===== src/rtl/control_bounded_modulator_fix.sv =====
// control_bounded_modulator_fix: fixed-point chain-of-integrators control-bounded modulator
module control_bounded_modulator_fix #(
   parameter int N        = 4,
   parameter int IN_WIDTH = 14,
   parameter int n_int    = 4,
   parameter int n_mant   = 15,
   parameter int G_SHIFT  = 3,
   parameter int SETTLE   = 16
) (
   input  logic                       clk,
   input  logic                       rst,
   input  logic                       en,
   input  logic signed [IN_WIDTH-1:0] sample,
   input  logic                       sample_valid,
   output logic [N-1:0]               out,
   output logic                       valid,
   output logic                       overload
);
   localparam int W  = n_int + n_mant + 1;
   localparam int E  = W + 2;
   localparam int CW = $clog2(SETTLE + 1);
   localparam logic signed [E-1:0] KAPPA = E'(2 ** n_mant);
   localparam logic signed [E-1:0] XMAX  = E'(2 ** (W - 1) - 1);
   localparam logic signed [E-1:0] XMIN  = E'(-(2 ** (W - 1)));

   typedef enum logic [1:0] {ST_IDLE, ST_SETTLE, ST_RUN} state_t;

   state_t                     state, state_nx;
   logic signed [IN_WIDTH-1:0] hold;
   logic signed [W-1:0]        u;
   logic signed [W-1:0]        x [N];
   logic signed [W-1:0]        x_next [N];
   logic [N-1:0]               s, clamp;
   logic [CW-1:0]              count;
   logic                       active;

   assign u      = {{(W - IN_WIDTH){hold[IN_WIDTH-1]}}, hold} << (n_mant - IN_WIDTH + 1);
   assign active = en && (state != ST_IDLE);
   assign out    = s;

   for (genvar k = 0; k < N; k++) begin : g_stage
      logic signed [E-1:0] a, d, t;
      if (k == 0) begin : g_head
         assign a = {{2{u[W-1]}}, u};
      end else begin : g_chain
         assign a = {{2{x[k-1][W-1]}}, x[k-1]};
      end
      assign d         = (a - (s[k] ? KAPPA : -KAPPA)) >>> G_SHIFT;
      assign t         = {{2{x[k][W-1]}}, x[k]} + d;
      assign clamp[k]  = (t > XMAX) || (t < XMIN);
      assign x_next[k] = (t > XMAX) ? XMAX[W-1:0] : (t < XMIN) ? XMIN[W-1:0] : t[W-1:0];
   end

   // next state: en low always returns to IDLE, otherwise IDLE -> SETTLE -> RUN
   always_comb begin
      state_nx = !en ? ST_IDLE :
                 (state == ST_IDLE) ? ST_SETTLE :
                 (state == ST_SETTLE && count == CW'(SETTLE - 1)) ? ST_RUN : state;
   end

   // state register
   always_ff @(posedge clk or negedge rst) begin
      if (!rst) state <= ST_IDLE;
      else      state <= state_nx;
   end

   // hold register is always live; integrators, quantiser and flags run only while active
   always_ff @(posedge clk or negedge rst) begin
      if (!rst) begin
         hold     <= '0;
         x        <= '{default: '0};
         s        <= '0;
         count    <= '0;
         valid    <= 1'b0;
         overload <= 1'b0;
      end else begin
         if (sample_valid) hold <= sample;
         if (active) begin
            x <= x_next;
            for (int k = 0; k < N; k++) s[k] <= ~x[k][W-1];
            count    <= (state == ST_SETTLE) ? count + 1'b1 : count;
            valid    <= (state_nx == ST_RUN);
            overload <= overload | (|clamp);
         end else begin
            x        <= '{default: '0};
            s        <= '0;
            count    <= '0;
            valid    <= 1'b0;
            overload <= 1'b0;
         end
      end
   end
endmodule


===== config.mk =====
export PLATFORM = sky130hd
export DESIGN_NAME = control_bounded_modulator_fix
export DESIGN_NICKNAME = d
export VERILOG_FILES = /design/src/rtl/control_bounded_modulator_fix.sv
export SDC_FILE = /design/constraint.sdc
export NUM_CORES = 1
export LEC_CHECK = 0
export CORE_UTILIZATION = 45
export CTS_CLUSTER_DIAMETER = 50
export DETAILED_ROUTE_END_ITERATION = 7
export MAX_ROUTING_LAYER = met4
export PLACE_DENSITY = 0.62
export SYNTH_ARGS = -nofsm -noshare
export SYNTH_HDL_FRONTEND = slang
export SYNTH_SLANG_ARGS = --single-unit
export TNS_END_PERCENT = 30

===== constraint.sdc =====
create_clock -name clk -period 8.38 [get_ports clk]
set_input_delay 2.514 -clock clk [delete_from_list [all_inputs] [get_ports clk]]
set_output_delay 2.514 -clock clk [all_outputs]
set_load 0.005 [all_outputs]

### After elaboration in Yosys (flattened, before gate mapping)

Index checks and enable logic that the tools add are counted.

| word-level totals | value |
|---|---|
| logic and storage cells | 66 |
| flip-flop bits (word level) | 107 |
| memory bits (writable) | 0 |
| input bits | 18 |
| memories | 0 |
| ROM bits | 0 |
| latch bits | 0 |

| operators by class | value |
|---|---|
| reductions and logical operators | 9 |
| add/subtract/negate cells | 9 |
| div/mod/pow operators | 0 |
| order comparisons | 8 |
| muxes and demuxes | 21 |
| shift operators | 0 |
| multiply operators | 0 |
| eq/ne operators | 4 |
| bitwise operators | 5 |

Operators with widths:

| operator | number |
|---|---|
| 20-bit two-way mux | 8 |
| 22-bit two-way mux | 4 |
| 20-bit by 19-bit adder with 21-bit output | 4 |
| 21-bit by 20-bit > comparator with 1-bit output, second input constant | 4 |
| 21-bit by 20-bit < comparator with 1-bit output, second input constant | 4 |
| 80-bit two-way mux | 1 |
| 20-bit by 22-bit subtractor with 22-bit output | 3 |
| 16-bit by 22-bit subtractor with 22-bit output | 1 |
| 5-bit two-way mux | 2 |
| 2-bit two-way mux | 3 |
| 5-bit by 1-bit adder with 5-bit output, second input constant | 1 |
| 5-bit by 4-bit equality test with 1-bit output, second input constant | 1 |
| 1-bit logical OR | 4 |
| 4-bit two-way mux | 1 |
| 1-bit NOT | 4 |
| 4-bit OR reduction | 1 |
| 2-bit by 1-bit equality test with 1-bit output, second input constant | 1 |
| 2-bit equality test, second input constant | 1 |
| 1-bit logical AND | 2 |
| 2-bit logical NOT | 1 |
| 1-bit two-way mux | 2 |
| 2-bit by 1-bit != test with 1-bit output, second input constant | 1 |
| 2-bit nonzero test | 1 |
| 1-bit OR | 1 |

### Logic depth before layout (Yosys ltp)

Gate-level depths: netlist of the first run.

| logic depth | value |
|---|---|
| word-level depth | 8 |
| depth in mapped cells | 15 |
| gate-level depth less buffers | 14 |

### Worst setup path before layout of the first run

Ideal clock, no wire load.

| timing | value |
|---|---|
| path type | input to register |
| start point | input port en |
| end point | register x[10] (netlist name) |
| setup time | 0.064 ns |
| slack | 4.915 ns |
| arrival | 3.401 ns |
| cell stages on the path | 4 |
| cell sequence | o21ai_0 -> nor3_2 -> buf_4 -> a21o_1 |

| on the way | value |
|---|---|
| cells in the longest elaborated chain, start to end | 2 |

Ends and longest elaborated chain:

| item | line | RTL |
|---|---|---|
| start: declaration | 12 | `input logic en,` |
| 1-bit logical AND | 38 | `assign active = en && (state != ST_IDLE);` |
| 80-bit two-way mux | 78 | `if (active) begin` |
| end signal: assignment | 79 | `x <= x_next;` |
| end: declaration | 31 | `logic signed [W-1:0] x [N];` |

Every way passes these cells.
A chain may end at the register's enable or synchronous reset.

### Worst setup path in the final report of the first run

| timing | value |
|---|---|
| start point | input port en |
| end point | register x, in the netlist g_stage[1].a[3] |

Same word-level chain as after synthesis.

==> results of run 1 <==
through the flow:
stage	setup slack [ns]	cells	cell area [um2]
5_1_grt	3.98	1104	8960
3_5_place_dp	3.72	1088	8650
4_1_cts	4.10	1104	8960
2_1_floorplan	4.92	855	8250
6_report	4.17	1104	8960
3_3_place_gp	3.72	1088	8650
metal layers:
| metal | GRT usage (%) | up-vias | routed length, um |
|---|---|---|---|
| met5 | - | - | 0 |
| met2 | 32.4 | 44 | 7940 |
| met3 | 2.10 | 13 | 261 |
| li1 | - | 3191 | - |
| met4 | 6.59 | 0 | 236 |
| met1 | 27.3 | 2853 | 8740 |
report_power, final:
part	total [mW]	internal (mW)	switching [mW]
registers	0.796	0.669	0.127
logic	1.93	0.811	1.11
clock network	0.450	0.244	0.206
sequential cells by signal (all words and copies together), names as in the netlist:
register   count
hold          13
count          5
state          2
g_stage.a     60
x             20
valid          1
overload       1
out            4
how the worst min path moves through the flow:
stage / from / end / cells after the start
2_1_floorplan: x[19]$_DFF_PN0_ / out[3]$_DFF_PN0_ / 1
3_3_place_gp: x[19]$_DFF_PN0_ / out[3]$_DFF_PN0_ / 1
3_5_place_dp: x[19]$_DFF_PN0_ / out[3]$_DFF_PN0_ / 1
4_1_cts: x[19]$_DFF_PN0_ / out[3]$_DFF_PN0_ / 1
5_1_grt: x[19]$_DFF_PN0_ / out[3]$_DFF_PN0_ / 1
6_report: x[19]$_DFF_PN0_ / out[3]$_DFF_PN0_ / 1
layout by cell type (no fill, tap or decap), types with 7 or more instances in the layout:
cell type and count:
mux2_2 14, nor3_1 8, xor2_1 36, and2_1 10, clkdlybuf4s50_1 21, nor2b_1 23, nand2_1 34, xnor2_1 39
o21bai_1 13, nand3_1 13, dfrtp_1 106, o21ai_1 15, fa_1 7, ha_1 97, o21ai_0 64, o21a_1 18
o31ai_1 11, inv_1 24, clkbuf_16 9, nor2_1 49, and3_1 7, a21oi_1 66, a211oi_1 10, a21o_1 56
o21ai_2 15, nand2b_1 13
cells by family after synthesis:
family          Yosys count  share of synthesized area [%]
buf+inv                  44                           2.49
compound gates          318                           26.1
mux                      15                           2.03
xor+xnor                 77                           8.50
simple gates            191                           12.3
fa+ha+maj               104                           16.4
flops                   106                           32.2
area by class of cell:
cell class | instances | area share, %
Timing Repair Buffer | 24 | 2.60
Inverter | 24 | 1.00
Multi-Input combinational cell | 705 | 60.1
Clock buffer | 10 | 2.67
Sequential cell | 106 | 29.6
Tap cell | 229 | 3.20
Clock inverter | 6 | 0.823
worst max-delay path, cell delays in order:
cell and delay [ns]:
clkdlybuf4s50_1 0.61, o21a_1 0.58, nand2_1 0.55, o21ai_0 0.22
==> metrics.cfg, run 1 <==
[outcome]
outcome=finished with violations
violations=design-rule violations

[clock_network]
cts-root-buf=clkbuf_16
cts_buffer_depth=2
cts_tree=built
clock_sinks=106
cts_inserted_buffers=9
ctsResizeCount=0
cts.clk_slew.worst_paths_ns=0.07
cts_hold_buf=0
clk_latency_ns=0.36
cts_setup_buffers=0
cts.htree.levels=3

[route]
avgRoutedWirePerCell_um=15.6
ant_nets=0
vias=6101
viasPerCell=5.53
first_pass_iters=6
drc=2
routed_wl_mm=17.2
drt_iter0_markers=234

[yosys]
synth_nets=977
syn_area_per_cell_um2=9.65
synth_area_leader_cell=dfrtp_1
yosys.cell_count.top_type=dfrtp_1
synth_seq_cells=106
synth_seq_area_share_pct=32.2
yosys-top-cells-count=106 x dfrtp_1, 97 x ha_1, 66 x a21oi_1, 65 x o21ai_0, 56 x a21o_1
yosysWarnings=0
yosys_most_used_dff=dfrtp_1
syn_area_mm2=0.00825
yosys.area.top_type_share_pct=32.2
ys_types=70
synth_edf_count=0
async_reset_ff_share_pct=100
synth_cells=855
yosys-top-cells-area=dfrtp_1 32%, ha_1 15%, a21o_1 5.1%

[sta]
final_max_slew_viol_count=0
rsz0062_at_grt=false
hold-worst-slack_ns=0.449
setup_tns_ns=0
period_share_pct=50.3
hold_viol=0
worst-slew-pin-transition_ns=1.13
setup_viol=0
fmax_mhz=237
skew_ns=0.00898
slew_headroom_pct=24.5
min_period_ns=4.21

[placed_design]
gp_congestion=0.876
port_buffers=22
place_hpwl_mm=13.1

[floorplanning]
initial_core_util_pct=45.9
die_w_um=137
ios=24
die_area_mm2=0.0189
core_mm2=0.0180
die_y_um=137
row_count=49

[worst_hold_path]
hold_class=flop to flop

[global_routing]
grt_usage_pct=20.4
grt_max_degree=70
antenna_found_initial=0
gr-total-overflow=0
grt_pass1_vias=5873
grt_first_pass_wirelength_mm=29.0

[pwr]
irDropWorstVdd_uv=177
static-leakage-power_nw=4.45
power.total_mw=3.17
cellPowerDensity_mw_per_mm2=354

[worst_setup_path]
path_max_fanout=17
r2r_setup_slack_ns=4.42
rr_worst_depth=12
cp-start-kind=input port
r2r_start=out[3]$_DFF_PN0_
crit_arrival_ns=4.49
crit_start=en
worst_ep_required_time_ns=8.66
cp-endpoint=g_stage[1].a[3]$_DFF_PN0_
reg2reg_to=x[5]$_DFF_PN0_
cp-end-kind=flop
crit_type=input port to flop

[finish]
area_delta_synth_final_pct=8.69
multi_input_area_mm2=0.00539
fillers=1717
register_area_mm2=0.00265
fin_util_pct=49.9
finalNetCount=992
drive_gt1_share_pct=8.80
antenna_cells=0

[flow_run]
maxCapViolCount=0

Note: power is estimated with default switching activity, not from simulation.
==> run 2: changes to the inputs <==
- clock period: 8.38 -> 4.19 ns (I/O delays scaled with it)
==> run 2 against run 1 <==
  * The run now ends clean
  * Die area stayed put
  * Final cell count is 0.54% higher
  * Sequential power is 100% higher
  * Clock skew is 0.0061 ns higher
  * Sequential share of layout area is 0.16 points lower
  * Non-clock buffer count is 6 higher
  * Combinational power is 99% higher
  * Via count is 2.1% higher
  * Global-route usage is 0.11 points lower
  * Worst setup slack worse by 3.8 ns
  * Critical endpoint is now x[16]$_DFF_PN0_
  * Largest power group unchanged
==> metrics.cfg, run 2 (synthesized netlist as in run 1, its figures left out) <==
[outcome]
outcome=complete, no violations  ; was finished with violations

[placed_design]
port_buffers=22  ; unchanged
dp_cells=1094  ; was 1088
dpl_cell_area_mm2=0.00871  ; was 0.00865 mm2
gp_congestion=0.853  ; was 0.876
place_hpwl_mm=13.2  ; was 13.1 mm

[worst_setup_path]
path_max_fanout=17  ; unchanged
rr_worst_depth=12  ; unchanged
crit_type=flop to flop  ; was input port to flop
crit_arrival_ns=4.14  ; was 4.49 ns
worst_ep_required_time_ns=4.48  ; was 8.66 ns
cp-end-kind=flop  ; unchanged
r2r_setup_slack_ns=0.34  ; was 4.42 ns
cp-start-kind=flop  ; was input port

[clock_network]
cts_hold_buf=0  ; unchanged
cts_buffer_depth=2  ; unchanged
cts.htree.levels=3  ; unchanged
cts-root-buf=clkbuf_16  ; unchanged
cts_setup_buffers=0  ; unchanged
clk_latency_ns=0.36  ; about the same
ctsResizeCount=0  ; unchanged
cts_tree=built  ; unchanged
cts.clk_slew.worst_paths_ns=0.07  ; about the same
cts_inserted_buffers=9  ; unchanged
clock_sinks=106  ; unchanged

[route]
drt_iter0_markers=245  ; was 234
viasPerCell=5.61  ; was 5.53
ant_nets=0  ; unchanged
drc=0  ; was 2
first_pass_iters=5  ; was 6
routed_wl_mm=17.0  ; was 17.2 mm
vias=6231  ; was 6101
avgRoutedWirePerCell_um=15.3  ; was 15.6 um

[sta]
skew_ns=0.0151  ; was 0.00898 ns
min_period_ns=3.85
period_share_pct=91.9
slew_headroom_pct=23.7  ; was 24.5%
rsz0062_at_grt=false  ; unchanged
final_max_slew_viol_count=0  ; unchanged
worst-slew-pin-transition_ns=1.14  ; was 1.13 ns
fmax_mhz=260
setup_viol=0  ; unchanged
hold_viol=0  ; unchanged
setup_tns_ns=0  ; unchanged

[floorplanning]
die_w_um=137  ; unchanged
die_area_mm2=0.0189  ; unchanged
die_y_um=137  ; unchanged
ios=24  ; unchanged
initial_core_util_pct=45.9  ; unchanged
row_count=49  ; unchanged
core_mm2=0.0180  ; unchanged

[finish]
instances_no_fill=1110  ; was 1104
fin_area_mm2=0.00901  ; was 0.00896 mm2
fin_util_pct=50.2  ; was 49.9%
largest_register_ffs=60  ; unchanged
finalNetCount=998  ; was 992
area_delta_synth_final_pct=9.27  ; was 8.69%
layout_commonest_cell=dfrtp_1  ; unchanged
antenna_cells=0  ; unchanged
most-common-layout-cells=106 x dfrtp_1, 97 x ha_1, 66 x a21oi_1, 64 x o21ai_0, 56 x a21o_1  ; unchanged
drive_gt1_share_pct=9.42  ; was 8.80%

[pwr]
p_int_mw=3.42  ; was 1.73 mW
power.total_mw=6.32  ; was 3.17 mW
swShare_pct=45.9  ; was 45.6%
static-leakage-power_nw=4.48  ; was 4.45 nW
power.switching_mw=2.90  ; was 1.45 mW
power.share.sequential_pct=25.2  ; was 25.1%
combPwrFrac_pct=61.0  ; was 60.7%
cellPowerDensity_mw_per_mm2=701  ; was 354 mW/mm2
clkPwrFrac_pct=13.8  ; was 14.2%
irDropWorstVdd_uv=349  ; was 177 uV

[global_routing]
grt_pass1_vias=6137  ; was 5873
gr-total-overflow=0  ; unchanged
grt_usage_pct=20.3  ; was 20.4%
grt_first_pass_wirelength_mm=29.3  ; was 29.0 mm
antenna_found_initial=0  ; unchanged
grt_max_degree=57  ; was 70

[worst_hold_path]
hold_depth=1  ; unchanged
hold_class=flop to flop  ; unchanged

[flow_run]
maxCapViolCount=0  ; unchanged

## run 2: cell count changes in the layout (fill, tap and decap cells not counted), sizes merged
cell | before | now
buf | 3 | 9
bufinv | 1 | 0
clkinv | 2 | 1
inv | 26 | 28
## run 2: cell type report
cell class / instances / area (um2)
tap: 229 / 287
multi-input combinational: 705 / 5390
sequential: 106 / 2650
clock inverter: 6 / 63.8
clock buffer: 10 / 239
fill: 1664 / 8950
timing repair buffer: 30 / 290
inverter: 24 / 90.1
## run 2: critical path: stages (launching register included)
cell      delay [ns]
dfrtp_1         0.46
fa_1            0.47
a21o_1          0.17
a21o_1          0.19
xor2_1          0.15
ha_1            0.40
and2_1          0.19
nand4_1         0.14
o311ai_2        0.33
a21oi_2         0.12
xor2_2          0.16
nor3_2          0.86
a21o_1          0.15
## run 2: per-stage QoR
step | setup WS [ns] | hold slack, ns
final | 0.340 | 0.463
after global routing | 0.0521 | 0.483
after CTS | 0.275 | 0.478
after detailed placement | 0.299 | 0.468
after global placement | 0.335 | 0.457
after floorplan | 0.873 | 0.410
## run 2: per-layer routing
| metal | share of wire [%] | vias up | global-route usage, % |
|---|---|---|---|
| met5 | 0 | - | - |
| met4 | 0.88 | 0 | 4.58 |
| met3 | 1.9 | 9 | 2.65 |
| met2 | 48 | 54 | 33.6 |
| met1 | 49 | 2946 | 26.3 |
| li1 | - | 3222 | - |
## run 2: power groups by stage
stage	registers (mW)	clock network (mW)	logic, mW
finish	1.60	0.873	3.85
global route	1.64	0.938	4.35
CTS	1.60	0.905	3.87
detailed placement	1.62	0	3.83
global placement	1.61	0	3.82
floorplan	1.51	0	3.16
## run 2: worst paths after layout
path                             startpoint                   endpoint
max                        out[3]$_DFF_PN0_            x[16]$_DFF_PN0_
min reg2reg                 x[19]$_DFF_PN0_           out[3]$_DFF_PN0_
min in group asynchronous               rst            x[16]$_DFF_PN0_
max in group asynchronous               rst  g_stage[2].a[0]$_DFF_PN0_
min                         x[19]$_DFF_PN0_           out[3]$_DFF_PN0_
max reg2reg                out[3]$_DFF_PN0_            x[16]$_DFF_PN0_
==> run 3: changes to the inputs <==
- CORE_MARGIN: unset -> 3
- TNS_END_PERCENT: 30 -> 5
==> run 3 against run 2 <==
  * Worst hold slack lost 0.023 ns
  * Clock power is essentially flat
  * Non-clock buffer count shrank 1
  * Worst setup slack gained 0.11 ns
  * Maximum frequency grew 2.9%
  * Critical path depth is the same
  * Sequential power is essentially flat
  * Design area shrank 0.22%
==> metrics.cfg, run 3 (synthesized netlist as in run 1, its figures left out) <==
[route]
wl_met2_mm=8.02  ; was 8.17 mm
routed.top_layer=met4  ; unchanged
ant_nets=0  ; unchanged
wl_met3_um=350  ; was 315 um
vias=6135  ; was 6231
first_pass_iters=4  ; was 5
drt_iter0_markers=294  ; was 245
route.layer.met1.wl_mm=8.61  ; was 8.39 mm
viasPerCell=5.55  ; was 5.61
avgRoutedWirePerCell_um=15.5  ; was 15.3 um
routed_wl_mm=17.1  ; was 17.0 mm
drc=0  ; unchanged

[clock_network]
cts-root-buf=clkbuf_16  ; unchanged
cts_buffer_depth=2  ; unchanged
ctsResizeCount=0  ; unchanged
clk_latency_ns=0.36  ; about the same
cts_setup_buffers=0  ; unchanged
cts.clk_slew.worst_paths_ns=0.08  ; was 0.07 ns
clock_sinks=106  ; unchanged
cts_hold_buf=0  ; unchanged
cts_tree=built  ; unchanged
cts_inserted_buffers=9  ; unchanged
cts.htree.levels=3  ; unchanged

[global_routing]
gr-total-overflow=0  ; unchanged
grt_usage_pct=18.7  ; was 20.3%
grt_max_degree=59  ; was 57
grt_pass1_vias=6058  ; was 6137
grt_first_pass_wirelength_mm=29.8  ; was 29.3 mm
antenna_found_initial=0  ; unchanged

[worst_setup_path]
max_stage_delay_ns=0.50  ; was 0.86 ns
cp-start-kind=flop  ; unchanged
crit_arrival_ns=3.96  ; was 4.14 ns
slowest_stage=o21ai_4  ; was nor3_2
cp-end-kind=flop  ; unchanged
r2r_setup_slack_ns=0.45  ; was 0.34 ns
crit_top_cell=ha_1  ; was a21o_1
crit_start=out[2]$_DFF_PN0_  ; was out[3]$_DFF_PN0_
reg2reg_to=g_stage[3].a[5]$_DFF_PN0_  ; was x[16]$_DFF_PN0_
rr_worst_depth=12  ; unchanged
r2r_start=out[2]$_DFF_PN0_  ; was out[3]$_DFF_PN0_
crit_path_cell_trace=ha_1 > a21o_1 > a21oi_1 > nor2b_1 > o31ai_1 > ha_1 > and3_1 > or4_1 > o211ai_2 > xnor2_4 > o21ai_4 > o21ai_0  ; was fa_1 > a21o_1 > a21o_1 > xor2_1 > ha_1 > and2_1 > nand4_1 > o311ai_2 > a21oi_2 > xor2_2 > nor3_2 > a21o_1
cp-endpoint=g_stage[3].a[5]$_DFF_PN0_  ; was x[16]$_DFF_PN0_
crit_type=flop to flop  ; unchanged
path_max_fanout=17  ; unchanged
worst_ep_required_time_ns=4.41  ; was 4.48 ns

[finish]
finalNetCount=997  ; was 998
layout_commonest_cell=dfrtp_1  ; unchanged
antenna_cells=0  ; unchanged
largest_register_ffs=60  ; unchanged
area_delta_synth_final_pct=9.03  ; was 9.27%
fillers=1636  ; was 1664
fin_util_pct=51.1  ; was 50.2%
drive_gt1_share_pct=9.32  ; was 9.42%
most-common-layout-cells=106 x dfrtp_1, 97 x ha_1, 66 x a21oi_1, 64 x o21ai_0, 56 x a21o_1  ; unchanged

[floorplanning]
ios=24  ; unchanged
core_mm2=0.0176  ; was 0.0180 mm2
die_y_um=141  ; was 137 um
row_count=48  ; was 49
die_w_um=141  ; was 137 um
die_area_mm2=0.0200  ; was 0.0189 mm2
initial_core_util_pct=46.9  ; was 45.9%

[sta]
period_share_pct=89.3  ; was 91.9%
hold_viol=0  ; unchanged
setup_tns_ns=0  ; unchanged
rsz0062_at_grt=false  ; unchanged
skew_ns=0.0125  ; was 0.0151 ns
slew_headroom_pct=56.5  ; was 23.7%
worst-slew-pin-transition_ns=0.653  ; was 1.14 ns
min_period_ns=3.74  ; was 3.85 ns
final_max_slew_viol_count=0  ; unchanged
setup_viol=0  ; unchanged
fmax_mhz=267  ; was 260 MHz

[placed_design]
gp_congestion=0.870  ; was 0.853
place_hpwl_mm=13.1  ; was 13.2 mm
port_buffers=22  ; unchanged

[outcome]
outcome=complete, no violations  ; unchanged

[pwr]
irDropWorstVdd_uv=316  ; was 349 uV
cellPowerDensity_mw_per_mm2=706  ; was 701 mW/mm2
static-leakage-power_nw=4.48  ; about the same

[worst_hold_path]
hold_class=flop to flop  ; unchanged

[flow_run]
maxCapViolCount=0  ; unchanged

==> run 3: per-layer routing <==
layer  vias up  global-route usage [%]
met5         -                       -
met4         0                    3.94
met3        13                    2.43
met2        59                    30.4
met1      2852                    25.1
li1       3211                       -
==> run 3: per-stage QoR <==
stage          instance area, um2  hold slack, ns  cells  total power [mW]  setup WS [ns]
5_1_grt                      8990           0.457   1105              6.96          0.188
2_1_floorplan                8250           0.410    855              4.67          0.873
3_3_place_gp                 8700           0.429   1089              5.45          0.488
3_5_place_dp                 8700           0.431   1089              5.47          0.445
4_1_cts                      8990           0.445   1105              6.38          0.428
6_report                     8990           0.440   1105              6.35          0.450
==> run 3: worst min path at each step <==
stage	startpoint	endpoint	depth (start not counted)
after floorplan	x[19]$_DFF_PN0_	out[3]$_DFF_PN0_	1
after global placement	x[19]$_DFF_PN0_	out[3]$_DFF_PN0_	1
after detailed placement	x[19]$_DFF_PN0_	out[3]$_DFF_PN0_	1
after CTS	x[19]$_DFF_PN0_	out[3]$_DFF_PN0_	1
after global routing	x[19]$_DFF_PN0_	out[3]$_DFF_PN0_	1
final	x[19]$_DFF_PN0_	out[3]$_DFF_PN0_	1
==> run 3: layout make-up <==
class	instances	area [um2]	share of cell area [%]
multi-input combinational	705	5390	59.9
inverter	24	90.1	1.00
timing repair buffer	29	283	3.14
clock inverter	7	70.1	0.779
clock buffer	9	225	2.50
tap	225	282	3.13
sequential	106	2650	29.5
==> run 3: where the power goes <==
part	internal (mW)	switching, mW	total, mW
Sequential	1.34	0.251	1.59
Clock	0.423	0.448	0.871
Combinational	1.65	2.24	3.89
==> run 3: critical path, delay by kind of cell, from the launching register on <==
family / cells / cell delay, ns
simple gates: 3 / 0.79
xor+xnor: 1 / 0.16
compound gates: 6 / 1.49
flops: 1 / 0.47
fa+ha+maj: 2 / 0.68
